### src/rtl/muldiv_ctrl_pkg.sv
// rtl/muldiv_ctrl_pkg.sv - shared types and constants for the HI/LO multiply/divide sequencer
package muldiv_ctrl_pkg;

    typedef logic [31:0] word_t;
    typedef logic [63:0] doubleword_t;

    typedef enum logic [3:0] {
        MDU_NOP   = 4'd0,
        MDU_MULT  = 4'd1,
        MDU_MULTU = 4'd2,
        MDU_MADD  = 4'd3,
        MDU_MADDU = 4'd4,
        MDU_MSUB  = 4'd5,
        MDU_MSUBU = 4'd6,
        MDU_DIV   = 4'd7,
        MDU_DIVU  = 4'd8,
        MDU_MTHI  = 4'd9,
        MDU_MTLO  = 4'd10
    } mdu_op_t;

    typedef enum logic [1:0] {
        ST_IDLE = 2'd0,
        ST_MUL  = 2'd1,
        ST_DIV  = 2'd2,
        ST_DONE = 2'd3
    } mdu_state_t;

    localparam word_t MDU_DIV0_LO = 32'hFFFF_FFFF;

    function automatic word_t abs32(input word_t x);
        return x[31] ? -x : x;
    endfunction

endpackage

### src/rtl/muldiv_ctrl_div_iter.sv
// rtl/muldiv_ctrl_div_iter.sv - unsigned 32/32 restoring divider, one quotient bit per cycle
module div_iter
    import muldiv_ctrl_pkg::*;
#(
    parameter int DIV_ITER = 32
) (
    input  logic        clk,
    input  logic        rst,
    input  logic        start,
    input  logic [31:0] dividend,
    input  logic [31:0] divisor,
    input  logic        abort,
    output logic        done,
    output logic [31:0] quot,
    output logic [31:0] rem
);

    localparam int CW = $clog2(DIV_ITER + 1);

    logic [CW-1:0] r_cnt;
    word_t         r_quot;
    word_t         r_rem;
    word_t         r_div;

    logic [32:0]   w_shift;
    logic [32:0]   w_diff;
    logic          w_ge;

    assign w_shift = {r_rem, r_quot[31]};
    assign w_diff  = w_shift - {1'b0, r_div};
    assign w_ge    = ~w_diff[32];

    always_ff @(posedge clk) begin
        if (rst || abort) begin
            r_cnt  <= '0;
            r_quot <= '0;
            r_rem  <= '0;
            r_div  <= '0;
        end else if (start) begin
            r_cnt  <= CW'(DIV_ITER);
            r_quot <= dividend;
            r_rem  <= '0;
            r_div  <= divisor;
        end else if (r_cnt != '0) begin
            r_rem  <= w_ge ? w_diff[31:0] : w_shift[31:0];
            r_quot <= {r_quot[30:0], w_ge};
            r_cnt  <= r_cnt - 1'b1;
        end
    end

    // done marks the final iteration; quot/rem hold the result from the next cycle on
    assign done = (r_cnt == CW'(1));
    assign quot = r_quot;
    assign rem  = r_rem;

endmodule

### src/rtl/muldiv_ctrl.sv
// rtl/muldiv_ctrl.sv - EX-stage HI/LO sequencer: pipelined multiply, iterative divide, MTHI/MTLO
module muldiv_ctrl
    import muldiv_ctrl_pkg::*;
#(
    parameter int MULT_LAT = 2,
    parameter int DIV_ITER = 32
) (
    input  logic        clk,
    input  logic        rst,
    input  logic        op_valid,
    input  logic [3:0]  op,
    input  logic [31:0] src_a,
    input  logic [31:0] src_b,
    input  logic        flush,
    input  logic [63:0] hilo_rdata,
    output logic        stall,
    output logic        busy,
    output logic        hilo_we,
    output logic [63:0] hilo_wdata
);

    mdu_state_t  r_state;
    mdu_op_t     r_op;
    logic [7:0]  r_cnt;
    word_t       r_a;
    logic        r_neg_q;
    logic        r_neg_r;
    logic        r_div0;
    doubleword_t r_prod [MULT_LAT];

    mdu_op_t     w_op;
    logic        w_is_mt, w_is_mul, w_is_div, w_mul_signed, w_accept;
    logic        w_mul_last, w_div_start, w_div_done;
    doubleword_t w_a_ext, w_b_ext, w_product, w_mul_data, w_div_data;
    word_t       w_a_abs, w_b_abs, w_quot, w_rem;
    logic        w_we, w_stall;
    doubleword_t w_data;

    assign w_op         = mdu_op_t'(op);
    assign w_is_mt      = (w_op == MDU_MTHI) || (w_op == MDU_MTLO);
    assign w_is_mul     = (w_op >= MDU_MULT) && (w_op <= MDU_MSUBU);
    assign w_is_div     = (w_op == MDU_DIV) || (w_op == MDU_DIVU);
    assign w_mul_signed = (w_op == MDU_MULT) || (w_op == MDU_MADD) || (w_op == MDU_MSUB);
    assign w_accept     = (r_state == ST_IDLE) && op_valid && !flush && (w_is_mt || w_is_mul || w_is_div);

    // Low 64 bits of a 64x64 product of sign/zero-extended operands is the exact 32x32 product
    assign w_a_ext   = w_mul_signed ? {{32{src_a[31]}}, src_a} : {32'b0, src_a};
    assign w_b_ext   = w_mul_signed ? {{32{src_b[31]}}, src_b} : {32'b0, src_b};
    assign w_product = w_a_ext * w_b_ext;

    assign w_a_abs     = (w_op == MDU_DIV) ? abs32(src_a) : src_a;
    assign w_b_abs     = (w_op == MDU_DIV) ? abs32(src_b) : src_b;
    assign w_div_start = w_accept && w_is_div && (src_b != 32'b0);
    assign w_mul_last  = (r_state == ST_MUL) && (r_cnt == 8'(MULT_LAT));

    div_iter #(.DIV_ITER(DIV_ITER)) u_div (
        .clk      (clk),
        .rst      (rst),
        .start    (w_div_start),
        .dividend (w_a_abs),
        .divisor  (w_b_abs),
        .abort    (flush),
        .done     (w_div_done),
        .quot     (w_quot),
        .rem      (w_rem)
    );

    always_comb begin
        w_mul_data = r_prod[MULT_LAT-1];
        case (r_op)
            MDU_MADD, MDU_MADDU: w_mul_data = hilo_rdata + r_prod[MULT_LAT-1];
            MDU_MSUB, MDU_MSUBU: w_mul_data = hilo_rdata - r_prod[MULT_LAT-1];
            default:             w_mul_data = r_prod[MULT_LAT-1];
        endcase
    end

    assign w_div_data = r_div0 ? {r_a, MDU_DIV0_LO}
                               : {(r_neg_r ? -w_rem : w_rem), (r_neg_q ? -w_quot : w_quot)};

    always_comb begin
        w_we    = 1'b0;
        w_stall = 1'b0;
        w_data  = '0;
        if (!rst && !flush) begin
            case (r_state)
                ST_IDLE: begin
                    if (w_accept && w_is_mt) begin
                        w_we   = 1'b1;
                        w_data = (w_op == MDU_MTHI) ? {src_a, hilo_rdata[31:0]}
                                                    : {hilo_rdata[63:32], src_a};
                    end else if (w_accept) begin
                        w_stall = 1'b1;
                    end
                end
                ST_MUL: begin
                    if (w_mul_last) begin
                        w_we   = 1'b1;
                        w_data = w_mul_data;
                    end else begin
                        w_stall = 1'b1;
                    end
                end
                ST_DIV:  w_stall = 1'b1;
                ST_DONE: begin
                    w_we   = 1'b1;
                    w_data = w_div_data;
                end
                default: w_stall = 1'b0;
            endcase
        end
    end

    assign stall      = w_stall;
    assign hilo_we    = w_we;
    assign hilo_wdata = w_data;
    assign busy       = !rst && (r_state != ST_IDLE);

    always_ff @(posedge clk) begin
        if (rst) begin
            for (int i = 0; i < MULT_LAT; i++) r_prod[i] <= '0;
        end else begin
            r_prod[0] <= w_product;
            for (int i = 1; i < MULT_LAT; i++) r_prod[i] <= r_prod[i-1];
        end
    end

    always_ff @(posedge clk) begin
        if (rst) begin
            r_state <= ST_IDLE;
            r_op    <= MDU_NOP;
            r_cnt   <= '0;
            r_a     <= '0;
            r_neg_q <= 1'b0;
            r_neg_r <= 1'b0;
            r_div0  <= 1'b0;
        end else if (flush) begin
            r_state <= ST_IDLE;
            r_cnt   <= '0;
        end else begin
            case (r_state)
                ST_IDLE: begin
                    if (w_accept && !w_is_mt) begin
                        r_op  <= w_op;
                        r_cnt <= 8'd1;
                        r_a   <= src_a;
                        if (w_is_mul) begin
                            r_state <= ST_MUL;
                        end else begin
                            r_neg_q <= (w_op == MDU_DIV) && (src_a[31] ^ src_b[31]);
                            r_neg_r <= (w_op == MDU_DIV) && src_a[31];
                            r_div0  <= (src_b == 32'b0);
                            r_state <= (src_b == 32'b0) ? ST_DONE : ST_DIV;
                        end
                    end
                end
                ST_MUL: begin
                    if (w_mul_last) r_state <= ST_IDLE;
                    else            r_cnt   <= r_cnt + 8'd1;
                end
                ST_DIV: begin
                    if (w_div_done) r_state <= ST_DONE;
                end
                ST_DONE: r_state <= ST_IDLE;
                default: r_state <= ST_IDLE;
            endcase
        end
    end

endmodule

### config.mk
export PLATFORM = sky130hd
export DESIGN_NAME = muldiv_ctrl
export DESIGN_NICKNAME = d
export VERILOG_FILES = /design/src/rtl/muldiv_ctrl_pkg.sv /design/src/rtl/muldiv_ctrl_div_iter.sv /design/src/rtl/muldiv_ctrl.sv
export SDC_FILE = /design/constraint.sdc
export NUM_CORES = 2
export LEC_CHECK = 0
export BUFFER_PORTS_ARGS = -buffer_cell sky130_fd_sc_hd__clkbuf_2
export CAP_MARGIN = 20
export CORE_MARGIN = 2
export CORE_UTILIZATION = 50
export CTS_BUF_LIST = sky130_fd_sc_hd__clkbuf_4 sky130_fd_sc_hd__clkbuf_8
export DETAILED_ROUTE_END_ITERATION = 10
export PLACE_DENSITY = 0.66
export SYNTH_ARGS = -nofsm -noshare
export SYNTH_HDL_FRONTEND = slang
export SYNTH_SLANG_ARGS = --single-unit
### constraint.sdc
create_clock -name clk -period 14.65 [get_ports clk]
set_clock_uncertainty 0.1 [all_clocks]
set_input_delay 0.7325 -clock clk [delete_from_list [all_inputs] [get_ports clk]]
set_output_delay 0.7325 -clock clk [all_outputs]
set_load 0.005 [all_outputs]
==> run summary <==
Status - finished clean
DP Worst Slack - 3.18 ns
CP endpoint kind - flip-flop
CTS Sinks - 279
Mux contribution to synthesized area - 0.678%
Final hold violations - 0
Initial antenna violation count - 14
Main combinational cell family by area after synthesis - adder cells
Yosys reg bits - 279
Final instance area - 72600 µm²
Core box area - 137000 µm²
WS Path Type - in2reg
Vias in the first global route - 60200
Die area - 141000 µm²
CTS Buf Count - 50
Ys flop type - dfxtp_1
Final period util - 74.6%
Critical path required time - 15.10 ns
Relative slew margins - 23.7%
Layout Nets - 9996
Post-DP HPWL - 184 mm
# resized after CTS - 0
CTS tree - built
Syn avg cell area - 8.49 µm²
Synth area leaders - fa_1, inv_1, dfxtp_1
Worst hold path type - reg2reg
Worst-Margin Slew - 1.14 ns
Cell count after synthesis - 8128
Largest net degree at the start of global routing - 96
Post-Synth Simple-Gate Area - 16.2%
CP Launch Type - primary input
XOR/XNOR Fraction of Synth Area - 4.72%
Total gr overflow - 0
Final WL - 229 mm
Crit path DAT - 11.39 ns
Post-synth EDFFs - 0
Seq/Total Area, Yosys - 8.09%
Hold_buf cts - 0
Slowest CP cell - and3_2
Drt pass-1 iters - 6
Placed Instance Area - 71400 µm²
Area of the mapped netlist - 69000 µm²
ANT nets after route - 0
Die height - 376 µm
Slew Limit Fails - 0
Post-route DRC - 0
Area growth, synth to finish - 5.14%
Via count - 56600
RSZ-0062 raised after global routing - no
WL per Instance - 23.2 µm
Most Frequent Cell on Critical Path - fa_1
Multi-input logic area - 55600 µm²
Max-cap viol count - 0
Port bufs - 202
Reg area - 5590 µm²
CTS H-tree depth - 2
I/O Pins - 203
Post-CTS setup buffer count - 0
Final min period - 10.93 ns
Clk pin slew, worst setup/hold paths - 0.06 ns
Adder-cell share of the synthesized area - 48.8%
First-pass GRT wire length - 357 mm
F_max - 91.5 MHz
Vias/cell - 5.74
Synthesized net count - 10100
Share of the synthesized area in the top cell type - 41.3%
Setup TNS - 0 ns
Largest area contributor in the netlist - fa_1
Die width - 376 µm
Clk Latency, worst-skew pair - 0.64 ns
Ys Warns - 0
FFs w/ async S/R, synth - 0%
Root Driver - clkbuf_8
Total GRT Usage - 33.2%
Compound-Gate Fraction of Synth Area - 10.1%
# fillers - 12900
Setup violators final - 0
Critical path's largest stage delay - 0.91 ns
# rows - 136
Share of cells above drive strength 1 - 5.92%
Netlist cell types - 92
PnR worst setup slack - 3.72 ns
1st-iter DRT viols - 4995
Initial core utilization - 50.3%
Clock tree buffer depth - 3
Final GP Congestion - 0.998
CP Max Fanout - 32
metal layers:
layer | part of all wire [%] | routed length, µm | global-route usage, %
met5 | 0.017 | 39 | 0
met4 | 5.4 | 12500 | 15.7
met3 | 8.3 | 19100 | 5.18
met2 | 47 | 108000 | 55.2
met1 | 39 | 89700 | 42.4
sequential cells by signal (all words and copies together), names as in the netlist:
name	cells
u_div.r_cnt	6
r_a	32
r_op	4
u_div.quot	32
r_neg_q	1
r_cnt	8
u_div.rem	32
u_div.r_div	32
r_neg_r	1
r_div0	1
r_state	2
r_prod	128
final timing paths:
kind / from / to / slack [ns] / depth (start not counted)
max: src_a[31] / r_prod[0][61] / 3.72 / 29
min: r_prod[0][11] / r_prod[0][75] / 0.33 / 1
max reg2reg: u_div.rem[0] / u_div.rem[2] / 10.16 / 13
min reg2reg: r_prod[0][11] / r_prod[0][75] / 0.33 / 1
layout by cell type (no fill, tap or decap), types with 10 or more instances in the layout:
master | netlist | layout
a221oi_1 | 29 | 29
or3_1 | 37 | 37
a211oi_1 | 52 | 52
o21bai_1 | 24 | 24
o41ai_1 | 15 | 15
nand4_1 | 46 | 46
a31oi_1 | 39 | 39
clkinv_2 | 0 | 12
o21ai_0 | 245 | 245
inv_1 | 1631 | 1631
o211ai_1 | 52 | 52
xor2_1 | 155 | 155
nor2b_1 | 96 | 96
and2_1 | 368 | 368
a21oi_1 | 330 | 330
xnor2_1 | 217 | 217
dfxtp_1 | 279 | 278
nor4_1 | 20 | 20
nor2_1 | 325 | 321
ha_1 | 412 | 412
mux2i_1 | 40 | 40
clkbuf_8 | 0 | 65
a21o_1 | 112 | 112
and3_1 | 30 | 27
o22ai_1 | 14 | 14
and4_1 | 11 | 11
o31ai_1 | 40 | 39
a311oi_1 | 30 | 30
clkbuf_2 | 0 | 199
nand2_1 | 1240 | 1240
buf_4 | 1 | 111
or2_2 | 13 | 14
or4_1 | 14 | 14
nor3_1 | 69 | 68
o21a_1 | 12 | 12
nand2b_1 | 24 | 24
nand3_1 | 66 | 65
a41oi_1 | 10 | 10
fa_1 | 1423 | 1423
final cells by class:
| cell class | instances | area share, % |
|---|---|---|
| clock inverters | 18 | 0.300 |
| well taps | 1794 | 3.09 |
| diodes | 6 | 0.0207 |
| flip-flops and latches | 279 | 7.70 |
| repair buffers | 313 | 2.55 |
| multi-input cells | 5750 | 76.6 |
| inverters | 1631 | 8.44 |
| clock buffers | 72 | 1.31 |
critical path, delay by kind of cell:
| kind | cells | cell delay (ns) |
|---|---|---|
| adders and majority gates | 11 | 6.02 |
| and+or+nand+nor | 5 | 2.01 |
| buffers and inverters | 7 | 1.37 |
| AOI/OAI and AO/OA | 6 | 1.15 |
stage by stage:
step	cells	util (%)	hold WS, ns
floorplan	8128	-	0.314
global placement	9767	52.0	0.319
detailed placement	9767	52.0	0.320
CTS	9857	52.8	0.324
global route	9859	52.8	0.358
finish	9863	52.8	0.332
kinds of logic after synthesis:
group / count (synthesis)
compound gates: 1092
xor+xnor: 372
fa+ha+maj: 1837
buf+inv: 2099
flops: 279
mux: 46
simple gates: 2403
synth_stat cells (all sizes together), types with 40 or more instances:
master and instances:
nand2 1240, o31ai 41, mux2i 40, o211ai 52, a211oi 53, ha 412
xor2 155, fa 1423, nor3 73, xnor2 217, and2 368, nand4 46
nand3 66, a21oi 330, o21ai 255, dfxtp 279, nor2b 96, inv 1631
nor2 326, a21o 112, clkbuf 380, buf 88
Power is not shown: default switching activity piles up to over one toggle a cycle in this logic, so the estimate is an artifact.
